===== src/rtl/hazard_ctrl.sv =====
// -----------------------------------------------------------------------------
// hazard_ctrl
//
// Pipeline hazard controller for a five-stage in-order pipeline. Each cycle it
// decides which pipeline latches advance, where bubbles are injected, and
// whether the machine is frozen by a halt. It counts stall and flush events
// in saturating counters.
//
// Ports
//   CLK          in   system clock, all state updates on the rising edge
//   nRST         in   synchronous active-low reset
//   ihit         in   instruction fetch completes this cycle
//   dhit         in   data access completes this cycle
//   mem_dREN     in   EX/MEM latched data read request
//   mem_dWEN     in   EX/MEM latched data write request
//   ex_dREN      in   ID/EX latched load flag
//   ex_RegWr     in   ID/EX latched register-write enable
//   ex_wsel[4:0] in   ID/EX latched destination register
//   id_rs[4:0]   in   decode-stage rs source register
//   id_rt[4:0]   in   decode-stage rt source register
//   id_uses_rt   in   decode-stage instruction reads rt
//   ex_taken     in   EX-stage jump/branch redirects the PC this cycle
//   mem_halt     in   halt instruction has reached the MEM stage
//   pc_en        out  PC advance enable
//   ifid_en      out  IF/ID latch enable
//   idex_en      out  ID/EX latch enable
//   exmem_en     out  EX/MEM latch enable
//   memwb_en     out  MEM/WB latch enable
//   ifid_flush   out  load a bubble into IF/ID on the edge
//   idex_flush   out  load a bubble into ID/EX on the edge
//   halted       out  pipeline frozen by halt (registered)
//   stall_cnt    out  saturating stall-event counter (registered)
//   flush_cnt    out  saturating flush-event counter (registered)
//
// Latch enables and flushes are combinational from the state and the inputs
// so that a hazard is acted on in the same cycle it is detected.
// -----------------------------------------------------------------------------
module hazard_ctrl #(
    parameter int CNT_W = 16
) (
    input  logic             CLK,
    input  logic             nRST,
    input  logic             ihit,
    input  logic             dhit,
    input  logic             mem_dREN,
    input  logic             mem_dWEN,
    input  logic             ex_dREN,
    input  logic             ex_RegWr,
    input  logic [4:0]       ex_wsel,
    input  logic [4:0]       id_rs,
    input  logic [4:0]       id_rt,
    input  logic             id_uses_rt,
    input  logic             ex_taken,
    input  logic             mem_halt,
    output logic             pc_en,
    output logic             ifid_en,
    output logic             idex_en,
    output logic             exmem_en,
    output logic             memwb_en,
    output logic             ifid_flush,
    output logic             idex_flush,
    output logic             halted,
    output logic [CNT_W-1:0] stall_cnt,
    output logic [CNT_W-1:0] flush_cnt
);

    typedef enum logic [1:0] {
        RUN     = 2'b00,
        MEMWAIT = 2'b01,
        LUBUB   = 2'b10,
        HALT    = 2'b11
    } state_t;

    localparam logic [CNT_W-1:0] CNT_ONE = CNT_W'(1);
    localparam logic [CNT_W-1:0] CNT_MAX = {CNT_W{1'b1}};

    state_t           state_r;
    state_t           next_state_s;
    logic [CNT_W-1:0] stall_cnt_r;
    logic [CNT_W-1:0] flush_cnt_r;
    logic             halted_r;

    logic             mem_busy_s;
    logic             lu_haz_s;
    logic             stall_inc_s;
    logic             flush_inc_s;

    logic             pc_en_s;
    logic             ifid_en_s;
    logic             idex_en_s;
    logic             exmem_en_s;
    logic             memwb_en_s;
    logic             ifid_flush_s;
    logic             idex_flush_s;

    // Counter increment that sticks at all-ones instead of wrapping.
    function automatic logic [CNT_W-1:0] sat_inc(input logic [CNT_W-1:0] val);
        if (val == CNT_MAX) begin
            sat_inc = val;
        end else begin
            sat_inc = val + CNT_ONE;
        end
    endfunction

    // Data memory still owes a response for the access sitting in MEM.
    assign mem_busy_s = (mem_dREN | mem_dWEN) & ~dhit;

    // Load in EX writes a register that the instruction in decode reads.
    // Register 0 is hard-wired, so a load targeting it never hazards.
    assign lu_haz_s = ex_dREN & ex_RegWr & (ex_wsel != 5'd0) &
                      ((ex_wsel == id_rs) | (id_uses_rt & (ex_wsel == id_rt)));

    // Per-cycle hazard resolution: enables, flushes, next state, counter events.
    always_comb begin
        pc_en_s      = 1'b0;
        ifid_en_s    = 1'b0;
        idex_en_s    = 1'b0;
        exmem_en_s   = 1'b0;
        memwb_en_s   = 1'b0;
        ifid_flush_s = 1'b0;
        idex_flush_s = 1'b0;
        stall_inc_s  = 1'b0;
        flush_inc_s  = 1'b0;
        next_state_s = state_r;

        if (!nRST) begin
            // Everything held off while reset is asserted.
            next_state_s = RUN;
        end else if ((state_r == HALT) || mem_halt) begin
            // Frozen; only reset leaves this state.
            next_state_s = HALT;
        end else if (state_r == MEMWAIT) begin
            // Every cycle spent waiting on data memory counts as a stall,
            // including the cycle the response arrives.
            stall_inc_s = 1'b1;
            if (dhit) begin
                exmem_en_s   = 1'b1;
                memwb_en_s   = 1'b1;
                idex_en_s    = ihit;
                ifid_en_s    = ihit;
                pc_en_s      = ihit;
                next_state_s = RUN;
            end else begin
                next_state_s = MEMWAIT;
            end
        end else if (mem_busy_s) begin
            // Whole pipeline holds until the data access completes.
            next_state_s = MEMWAIT;
        end else if (ex_taken) begin
            pc_en_s      = 1'b1;
            idex_en_s    = 1'b1;
            idex_flush_s = 1'b1;
            exmem_en_s   = 1'b1;
            memwb_en_s   = 1'b1;
            next_state_s = RUN;
            if (ihit) begin
                // Squash both wrong-path instructions behind the branch.
                ifid_en_s    = 1'b1;
                ifid_flush_s = 1'b1;
                flush_inc_s  = 1'b1;
            end else begin
                // Fetch still pending: keep IF/ID, count the flush only once
                // the redirect actually completes with a fetch.
                ifid_en_s    = 1'b0;
                ifid_flush_s = 1'b0;
                flush_inc_s  = 1'b0;
            end
        end else if (lu_haz_s && (state_r == RUN)) begin
            // Hold PC and decode, push a bubble into EX for one cycle.
            idex_en_s    = 1'b1;
            idex_flush_s = 1'b1;
            exmem_en_s   = 1'b1;
            memwb_en_s   = 1'b1;
            stall_inc_s  = 1'b1;
            next_state_s = LUBUB;
        end else begin
            // Normal flow. LUBUB also lands here: the bubble has already
            // separated the load from its consumer, so lu_haz is ignored.
            pc_en_s      = ihit;
            ifid_en_s    = ihit;
            idex_en_s    = 1'b1;
            idex_flush_s = ~ihit;
            exmem_en_s   = 1'b1;
            memwb_en_s   = 1'b1;
            next_state_s = RUN;
        end
    end

    // State register, halt flag and saturating event counters.
    always_ff @(posedge CLK) begin
        if (!nRST) begin
            state_r     <= RUN;
            halted_r    <= 1'b0;
            stall_cnt_r <= {CNT_W{1'b0}};
            flush_cnt_r <= {CNT_W{1'b0}};
        end else begin
            state_r  <= next_state_s;
            halted_r <= (next_state_s == HALT);
            if (stall_inc_s) begin
                stall_cnt_r <= sat_inc(stall_cnt_r);
            end else begin
                stall_cnt_r <= stall_cnt_r;
            end
            if (flush_inc_s) begin
                flush_cnt_r <= sat_inc(flush_cnt_r);
            end else begin
                flush_cnt_r <= flush_cnt_r;
            end
        end
    end

    assign pc_en      = pc_en_s;
    assign ifid_en    = ifid_en_s;
    assign idex_en    = idex_en_s;
    assign exmem_en   = exmem_en_s;
    assign memwb_en   = memwb_en_s;
    assign ifid_flush = ifid_flush_s;
    assign idex_flush = idex_flush_s;
    assign halted     = halted_r;
    assign stall_cnt  = stall_cnt_r;
    assign flush_cnt  = flush_cnt_r;

endmodule


===== config.mk =====
export PLATFORM = sky130hd
export DESIGN_NAME = hazard_ctrl
export DESIGN_NICKNAME = d
export VERILOG_FILES = /design/src/rtl/hazard_ctrl.sv
export SDC_FILE = /design/constraint.sdc
export NUM_CORES = 1
export LEC_CHECK = 0
export CAP_MARGIN = 25
export CORE_UTILIZATION = 41
export CTS_BUF_LIST = sky130_fd_sc_hd__clkbuf_16
export DETAILED_ROUTE_END_ITERATION = 7
export GPL_ROUTABILITY_DRIVEN = 0
export PLACE_DENSITY = 0.73
export SYNTH_ARGS = -nofsm -noshare
export SYNTH_HDL_FRONTEND = slang
export SYNTH_SLANG_ARGS = --single-unit
export TNS_END_PERCENT = 20

===== constraint.sdc =====
create_clock -name CLK -period 3.2 [get_ports CLK]
set_input_delay 0.8 -clock CLK [delete_from_list [all_inputs] [get_ports CLK]]
set_output_delay 0.8 -clock CLK [all_outputs]
set_load 0.05 [all_outputs]

After elaboration in Yosys (flattened, before gate mapping) --
Cells that the tools add are included. Widths: inputs -> output; s select.
Word-level totals: output and inout port bits 40, logic and storage cells 75, register bits 35, bits of input ports 26
Operators by class: reductions and logical operators 6, equality and inequality tests 7, add/subtract/negate cells 2, muxes and demuxes 45, bitwise gates (word level) 11
Operator list (count):
- $mux 1 | 39
- $add 16x1->16 const B | 2
- $eq 16x16->1 const B | 2
- $mux 2 | 6
- $eq 5x5->1 | 2
- $and 1x1->1 | 5
- $reduce_bool 5->1 | 1
- $eq 2x2->1 const B | 2
- $not 1->1 | 4
- $reduce_and 2->1 | 2
- $eq 2x1->1 const B | 1
- $logic_not 2->1 | 1
- $or 1x1->1 | 2
- $logic_and 1x1->1 | 1
- $logic_or 1x1->1 | 1

Depth between registers and ports, before layout --
Gate-level depths: netlist (run 1).
depth after elaboration 12, gate-level depth with buffers 9, gate-level depth less buffers 7

Worst setup path before layout (run 1) --
Ideal clock, no wire load.
path kind input to output, start point in mem_dWEN, end point out pc_en, arrival time 3.220 ns, stages 4, buffers on the path 0, path slack -0.820 ns, path through o21ba_2 > nand2b_1 > a21oi_1 > a21boi_0
On the way: longest elaborated chain between the ends 6
RTL lines:
- start: declaration | RTL line 46 | input logic mem_dWEN,
- $or 1x1->1 | RTL line 106 | assign mem_busy_s = (mem_dREN | mem_dWEN) & ~dhit;
- $and 1x1->1 | RTL line 106
- $mux 1 | RTL line 146 | end else if (mem_busy_s) begin
- $mux 1 | RTL line 132 | end else if (state_r == MEMWAIT) begin
- $mux 1 | RTL line 129 | end else if ((state_r == HALT) || mem_halt) begin
- $mux 1 | RTL line 126 | if (!nRST) begin
- end: declaration | RTL line 55 | output logic pc_en,
No other way between the ends.

Final worst setup path (run 1) --
start point in id_rt[2], end point out idex_flush
On the way: longest elaborated chain between the ends 11
RTL lines:
- start: declaration | RTL line 51 | input logic [4:0] id_rt,
- $eq 5x5->1 | RTL line 111 | ((ex_wsel == id_rs) | (id_uses_rt & (ex_wsel == id_rt)));
- $and 1x1->1 | RTL line 111
- $or 1x1->1 | RTL line 111
- $and 1x1->1 | RTL line 110 | assign lu_haz_s = ex_dREN & ex_RegWr & (ex_wsel != 5'd0) &
- $logic_and 1x1->1 | RTL line 168 | end else if (lu_haz_s && (state_r == RUN)) begin
- $mux 1 | RTL line 168
- $mux 1 | RTL line 149 | end else if (ex_taken) begin
- $mux 1 | RTL line 146
- $mux 1 | RTL line 132
- $mux 1 | RTL line 129
- $mux 1 | RTL line 126
- end: declaration | RTL line 61 | output logic idex_flush,
No other way between the ends.

==> results of run 1 <==
per-stage QoR:
stage,utilization,instances,setup TNS [ns]
3_3_place_gp,0.629,343,-0.311
4_1_cts,0.681,358,0
6_report,0.692,358,0
3_5_place_dp,0.629,343,-0.359
2_1_floorplan,-,221,-0.460
5_1_grt,0.692,358,-0.0620
final cells by class:
type | count | area [um2]
multi-input cells | 178 | 1280
flip-flops and latches | 35 | 701
clock inverters | 3 | 38.8
fillers | 368 | 1380
repair buffers | 84 | 880
clock buffers | 5 | 125
well taps | 52 | 65.1
inverters | 1 | 3.75
registers in the layout, summed over array words and instances, names as in the netlist:
| name | cells |
|---|---|
| flush_cnt | 16 |
| halted | 1 |
| state_r | 2 |
| stall_cnt | 16 |
logic make-up after synthesis:
| logic type | count (synthesis) |
|---|---|
| buffers and inverters | 8 |
| AO/OA/AOI/OAI | 15 |
| flip-flops | 35 |
| adder cells (fa/ha/maj) | 2 |
| XOR/XNOR | 33 |
| multiplexers | 8 |
| AND/OR/NAND/NOR | 120 |
path summary, 6_finish.rpt:
| kind | start | slack (ns) | endpoint |
|---|---|---|---|
| min | stall_cnt[3] | 0.51 | stall_cnt[3] |
| max | id_rt[2] | 0.04 | idex_flush |
| min reg2reg | stall_cnt[3] | 0.51 | stall_cnt[3] |
| max reg2reg | stall_cnt[0] | 1.02 | stall_cnt[10] |
layout by cell type, fill, tap and decap left out, types with 7 or more instances in the layout:
master            n
nor2_1            7
and2_1           25
buf_4            17
mux2i_1           8
nand3_1          15
clkdlybuf4s50_1  45
xnor2_1          22
xor2_1           11
nand2_1          24
nand2b_1          8
dfxtp_1          35
dlygate4sd2_1     9
repair_timing:
action,CTS,global route
setup endpoints to repair,3,3
pin swaps,14,11
setup buffers,7,0
gates resized for setup,17,11
per-layer routing:
layer | global-route usage | vias to the layer above
met5 | 0 | -
met4 | 0.0933 | 0
met3 | 0.0422 | 9
met2 | 0.335 | 41
met1 | 0.238 | 829
li1 | - | 924
worst max-delay path: cells and delay by family:
| family | cells | cell delay, ns |
|---|---|---|
| AND/OR/NAND/NOR | 5 | 0.49 |
| XOR/XNOR | 1 | 0.12 |
| AO/OA/AOI/OAI | 1 | 0.17 |
| buffers and inverters | 2 | 0.78 |
power by group:
group | switching (mW) | internal, mW | leakage [nW]
combinational | 0.0754 | 0.0801 | 0.917
clock | 0.177 | 0.363 | 0.0812
sequential | 0.00578 | 0.440 | 0.283
==> flow_summary_export.csv, run 1 <==
group,metric,value,unit
worst_setup_path,slowest_stage,"clkdlybuf4s50_1",
yosys,synth_nets,249,
layout,n_antenna_cell,0,
yosys,synth-main-ff-cell,"dfxtp_1",
layout,fin_nets,333,
global_route,antenna_found_initial,0,
yosys,syn_avg_cell_area,8.90,um2
sta,finalHoldViolCount,0,
drt,ant_nets,0,
layout,area_growth,57.3,%
worst_setup_path,crit_top_cell,"nand2_2",
sta,clock.fmax,316,MHz
worst_setup_path,crit_arrival,2.36,ns
sta,finClkSkew,0.00464,ns
yosys,synth_compound_area_frac,0.0662,
sta,drv_slew,0,
floorplan,die_w,71.3,um
place,pre_cts_ws,-0.170,ns
sta,period_minus_slack,3.16,ns
job,drv_cap,0,
clock_network,cts_tree,"done",
worst_setup_path,worst-path-max-fanout,2,
yosys,synth_top_family_by_area,"simple AND/OR/NAND/NOR gates",
global_route,grt_usage,0.197,
sta,max_slew_margin,0.650,
yosys,synthMuxAreaShare,0.0407,
layout,design_area,3090,um2
clock_network,clk_pin_slew_worst_paths,0.05,ns
yosys,yosys-top-cells-count,"dfxtp_1, nand2_1, and2_1",
sta,worstMarginPinSlew,0.523,ns
floorplan,start_util,0.440,
yosys,synth_edf_count,0,
place,place_area,2820,um2
worst_setup_path,r2r_cells,6,
floorplan,io_pins,66,
yosys,synth_area,1970,um2
worst_setup_path,worstSetupPathType,"input port to output port",
outcome,status,"finished, violations left",
drt,dr.pass1.iters,6,
worst_setup_path,cpPeakStageDelay,0.47,ns
drt,vias_per_cell,5.04,
pwr,ir_drop,0.283,mV
layout,drive_gt1_frac,0.167,
floorplan,die_h,71.3,um
drt,drt_iter0_markers,61,
place,dpl.hpwl,3.33,mm
yosys,async_reset_ff_frac,0,
sta,setup_ws,0.0353,ns
outcome,violations,"design-rule violations",
yosys,synth_cell_types,40,
yosys,ys_seq_area_frac,0.356,
drt,finalWirelength,4.73,mm
worst_setup_path,crit_required,2.40,ns
global_route,grt_pass1_wl,7.89,mm
global_route,grt.overflow.total,0,
yosys,synthAdderAreaFrac,0.0127,
yosys,synth_top_area_frac,0.356,
clock_network,clock-sinks,35,
yosys,syn_inst,221,
sta,setup_viol,0,
drt,avgRoutedWirePerCell,13.2,um
pwr,p_leak,1.28,nW
drt,wl_met3,205,um
sta,whs,0.511,ns
drt,wl_met2,2.25,mm
clock_network,clkLatencyLatePin,0.28,ns
worst_setup_path,cp-start-kind,"input port",
floorplan,num_rows,24,
yosys,ys_warn_count,0,
yosys,synth_area_leader_cell,"dfxtp_1",
worst_setup_path,crit_chain,"clkdlybuf4s50_1, xnor2_1, nand4_1, o22ai_2, nand2_2, nand2_2, nor2_2, nor4_2, bufbuf_16",
clock_network,cts_root_buffer,"clkbuf_16",
worst_setup_path,critical_path.endpoint_type,"output port",
yosys,synthXorXnorAreaFrac,0.147,
sta,min_period_over_period,0.989,
yosys,yosys.area_share.simple,0.356,
floorplan,fp.coreArea,4470,um2
floorplan,die_area,5080,um2
drt,drc,4,
clock_network,cts_hold_buf,0,
yosys,synthTopCellsByArea,"dfxtp_1, xnor2_1, and2_1",
yosys,yosysMostFrequentCell,"dfxtp_1",
place,port_buffers,65,
sta,rsz0062_at_grt,"true",
drt,routed.top_layer,"met4",
worst_hold_path,holdPathStages,1,
worst_hold_path,hold_class,"register to register",
drt,wl_met1,2.17,mm
drt,vias,1803,
yosys,ys_ff_latch,35,
clock_network,cts_buffers,5,
pwr,power_density,369,nW/um2
pwr,finalPower,1.14,mW
clock_network,cts_max_level,2,
global_route,grt_pass1_vias,1764,
clock_network,cts_buffer_depth,2,
global_route,grt_max_degree,31,
No activity file was read; power rests on OpenSTA's default activity.
==> run 2, diff against run 1 <==
--- a/config.mk
+++ b/config.mk
@@ -6,6 +6,7 @@
 export NUM_CORES = 1
 export LEC_CHECK = 0
 export CAP_MARGIN = 25
+export CORE_MARGIN = 1.5
 export CORE_UTILIZATION = 41
 export CTS_BUF_LIST = sky130_fd_sc_hd__clkbuf_16
 export DETAILED_ROUTE_END_ITERATION = 7
==> run 2 against run 1 <==
Against the previous run: the flow now finishes without violations; sequential cell count did not move; sequential share of layout area rose by 0.47 points; maximum frequency rose by 0.40%; global-route usage fell by 0.99 points; utilization fell by 4.1 points; die area rose by 2.8%; highest routed layer unchanged; largest cell class unchanged; setup slack improved by 0.013 ns.
==> flow_summary_export.csv, run 2 (same netlist as run 1, synthesis figures left out) <==
group,metric,value,unit
worst_setup_path,crit_arrival,2.35,ns
drt,avgRoutedWirePerCell,13.1,um
layout,n_antenna_cell,0,
global_route,grt_max_degree,39,
layout,layout_commonest_cell,"clkdlybuf4s50_1",
clock_network,cts_tree,"done",
sta,period_minus_slack,3.15,ns
sta,max_slew_margin,0.651,
pwr,power_density,344,nW/um2
sta,drv_slew,0,
pwr,p_leak,1.25,nW
sta,setup_viol,0,
sta,clock.fmax,317,MHz
worst_setup_path,worst-path-max-fanout,2,
floorplan,die_area,5220,um2
sta,worstMarginPinSlew,0.522,ns
clock_network,clkLatencyLatePin,0.27,ns
layout,utilization,0.650,
drt,drt_iter0_markers,91,
sta,finalHoldViolCount,0,
clock_network,cts_buffers,5,
sta,min_period_over_period,0.985,
pwr,seq_power_share,0.427,
global_route,grt.overflow.total,0,
clock_network,cts_buffer_depth,2,
pwr,p_int,0.796,mW
global_route,grt_pass1_vias,1821,
pwr,switching_share,0.237,
clock_network,clk_pin_slew_worst_paths,0.05,ns
sta,finClkSkew,0.00388,ns
layout,fin_nets,332,
clock_network,cts_root_buffer,"clkbuf_16",
global_route,antenna_found_initial,0,
place,dpl.hpwl,3.32,mm
job,drv_cap,0,
pwr,ir_drop,0.276,mV
worst_setup_path,crit_required,2.40,ns
floorplan,fp.coreArea,4660,um2
outcome,status,"finished clean",
worst_setup_path,worstSetupPathType,"input port to output port",
drt,finalWirelength,4.69,mm
floorplan,die_w,72.3,um
clock_network,clock-sinks,35,
floorplan,num_rows,25,
layout,drive_gt1_frac,0.157,
floorplan,io_pins,66,
layout,fillerInstances,399,
sta,tns,0,ns
worst_hold_path,hold_class,"register to register",
worst_setup_path,cp-start-kind,"input port",
drt,drc,0,
drt,vias,1823,
drt,vias_per_cell,5.08,
drt,dr.pass1.iters,4,
floorplan,die_h,72.3,um
global_route,grt_usage,0.187,
worst_setup_path,critical_path.endpoint_type,"output port",
pwr,p_switching,0.247,mW
pwr,pwr-share-comb,0.144,
drt,ant_nets,0,
layout,area_growth,54.1,%
pwr,clkPwrFrac,0.430,
floorplan,start_util,0.422,
place,port_buffers,65,
global_route,grt_pass1_wl,7.87,mm
layout,final_cell_mix,"clkdlybuf4s50_1, dfxtp_1, and2_1",
clock_network,cts_max_level,2,
==> run 2: power by group through the flow <==
stage	registers [mW]	clock network, mW	logic, mW
after floorplan	0.459	0	0.0661
after global placement	0.454	0	0.142
after detailed placement	0.454	0	0.144
after CTS	0.445	0.462	0.149
after global routing	0.446	0.480	0.159
final	0.445	0.448	0.150
==> run 2: final timing paths <==
check | depth (start not counted) | start | to | slack (ns)
setup / recovery | 9 | ex_wsel[1] | ifid_en | 0.05
hold / removal | 2 | stall_cnt[10] | stall_cnt[10] | 0.50
setup reg to reg | 6 | stall_cnt[0] | stall_cnt[10] | 1.04
hold reg to reg | 2 | stall_cnt[10] | stall_cnt[10] | 0.50
==> run 2: layer usage <==
layer | routed length (um) | global-route usage | vias to the layer above
met5 | 0 | 0 | -
met4 | 62 | 0.0587 | 0
met3 | 304 | 0.0542 | 7
met2 | 2210 | 0.317 | 45
met1 | 2110 | 0.230 | 850
li1 | - | - | 921
==> run 2: timing repair <==
item,CTS,global route
setup endpoints to repair,3,2
resized for setup,25,1
pin swaps,17,7
hold buffers,0,0
setup buffers,6,0
==> run 2: final cells by class <==
| cell class | count | area (um2) | share of cell area |
|---|---|---|---|
| multi-input cells | 178 | 1270 | 0.418 |
| well taps | 54 | 67.6 | 0.0223 |
| clock buffers | 5 | 125 | 0.0413 |
| clock inverters | 3 | 12.5 | 0.00413 |
| flip-flops and latches | 35 | 701 | 0.231 |
| inverters | 1 | 3.75 | 0.00124 |
| repair buffers | 83 | 853 | 0.281 |
==> run 2: stage by stage <==
stage               cells  hold WS (ns)  setup WS, ns  area [um2]  total power [mW]
floorplan             221         0.569        -0.220        1980             0.525
global placement      345         0.488        -0.156        2820             0.596
detailed placement    345         0.498        -0.191        2820             0.598
CTS                   359         0.507        0.0148        3030              1.06
global route          359         0.531       -0.0114        3030              1.08
finish                359         0.503        0.0479        3030              1.04
==> run 2: critical path: stages <==
cell	delay, ns
dlygate4sd2_1	0.24
or4_4	0.49
nor2_4	0.13
nor4_4	0.06
nand2_2	0.10
nor2_1	0.04
o21ai_1	0.11
and3_1	0.21
buf_12	0.14
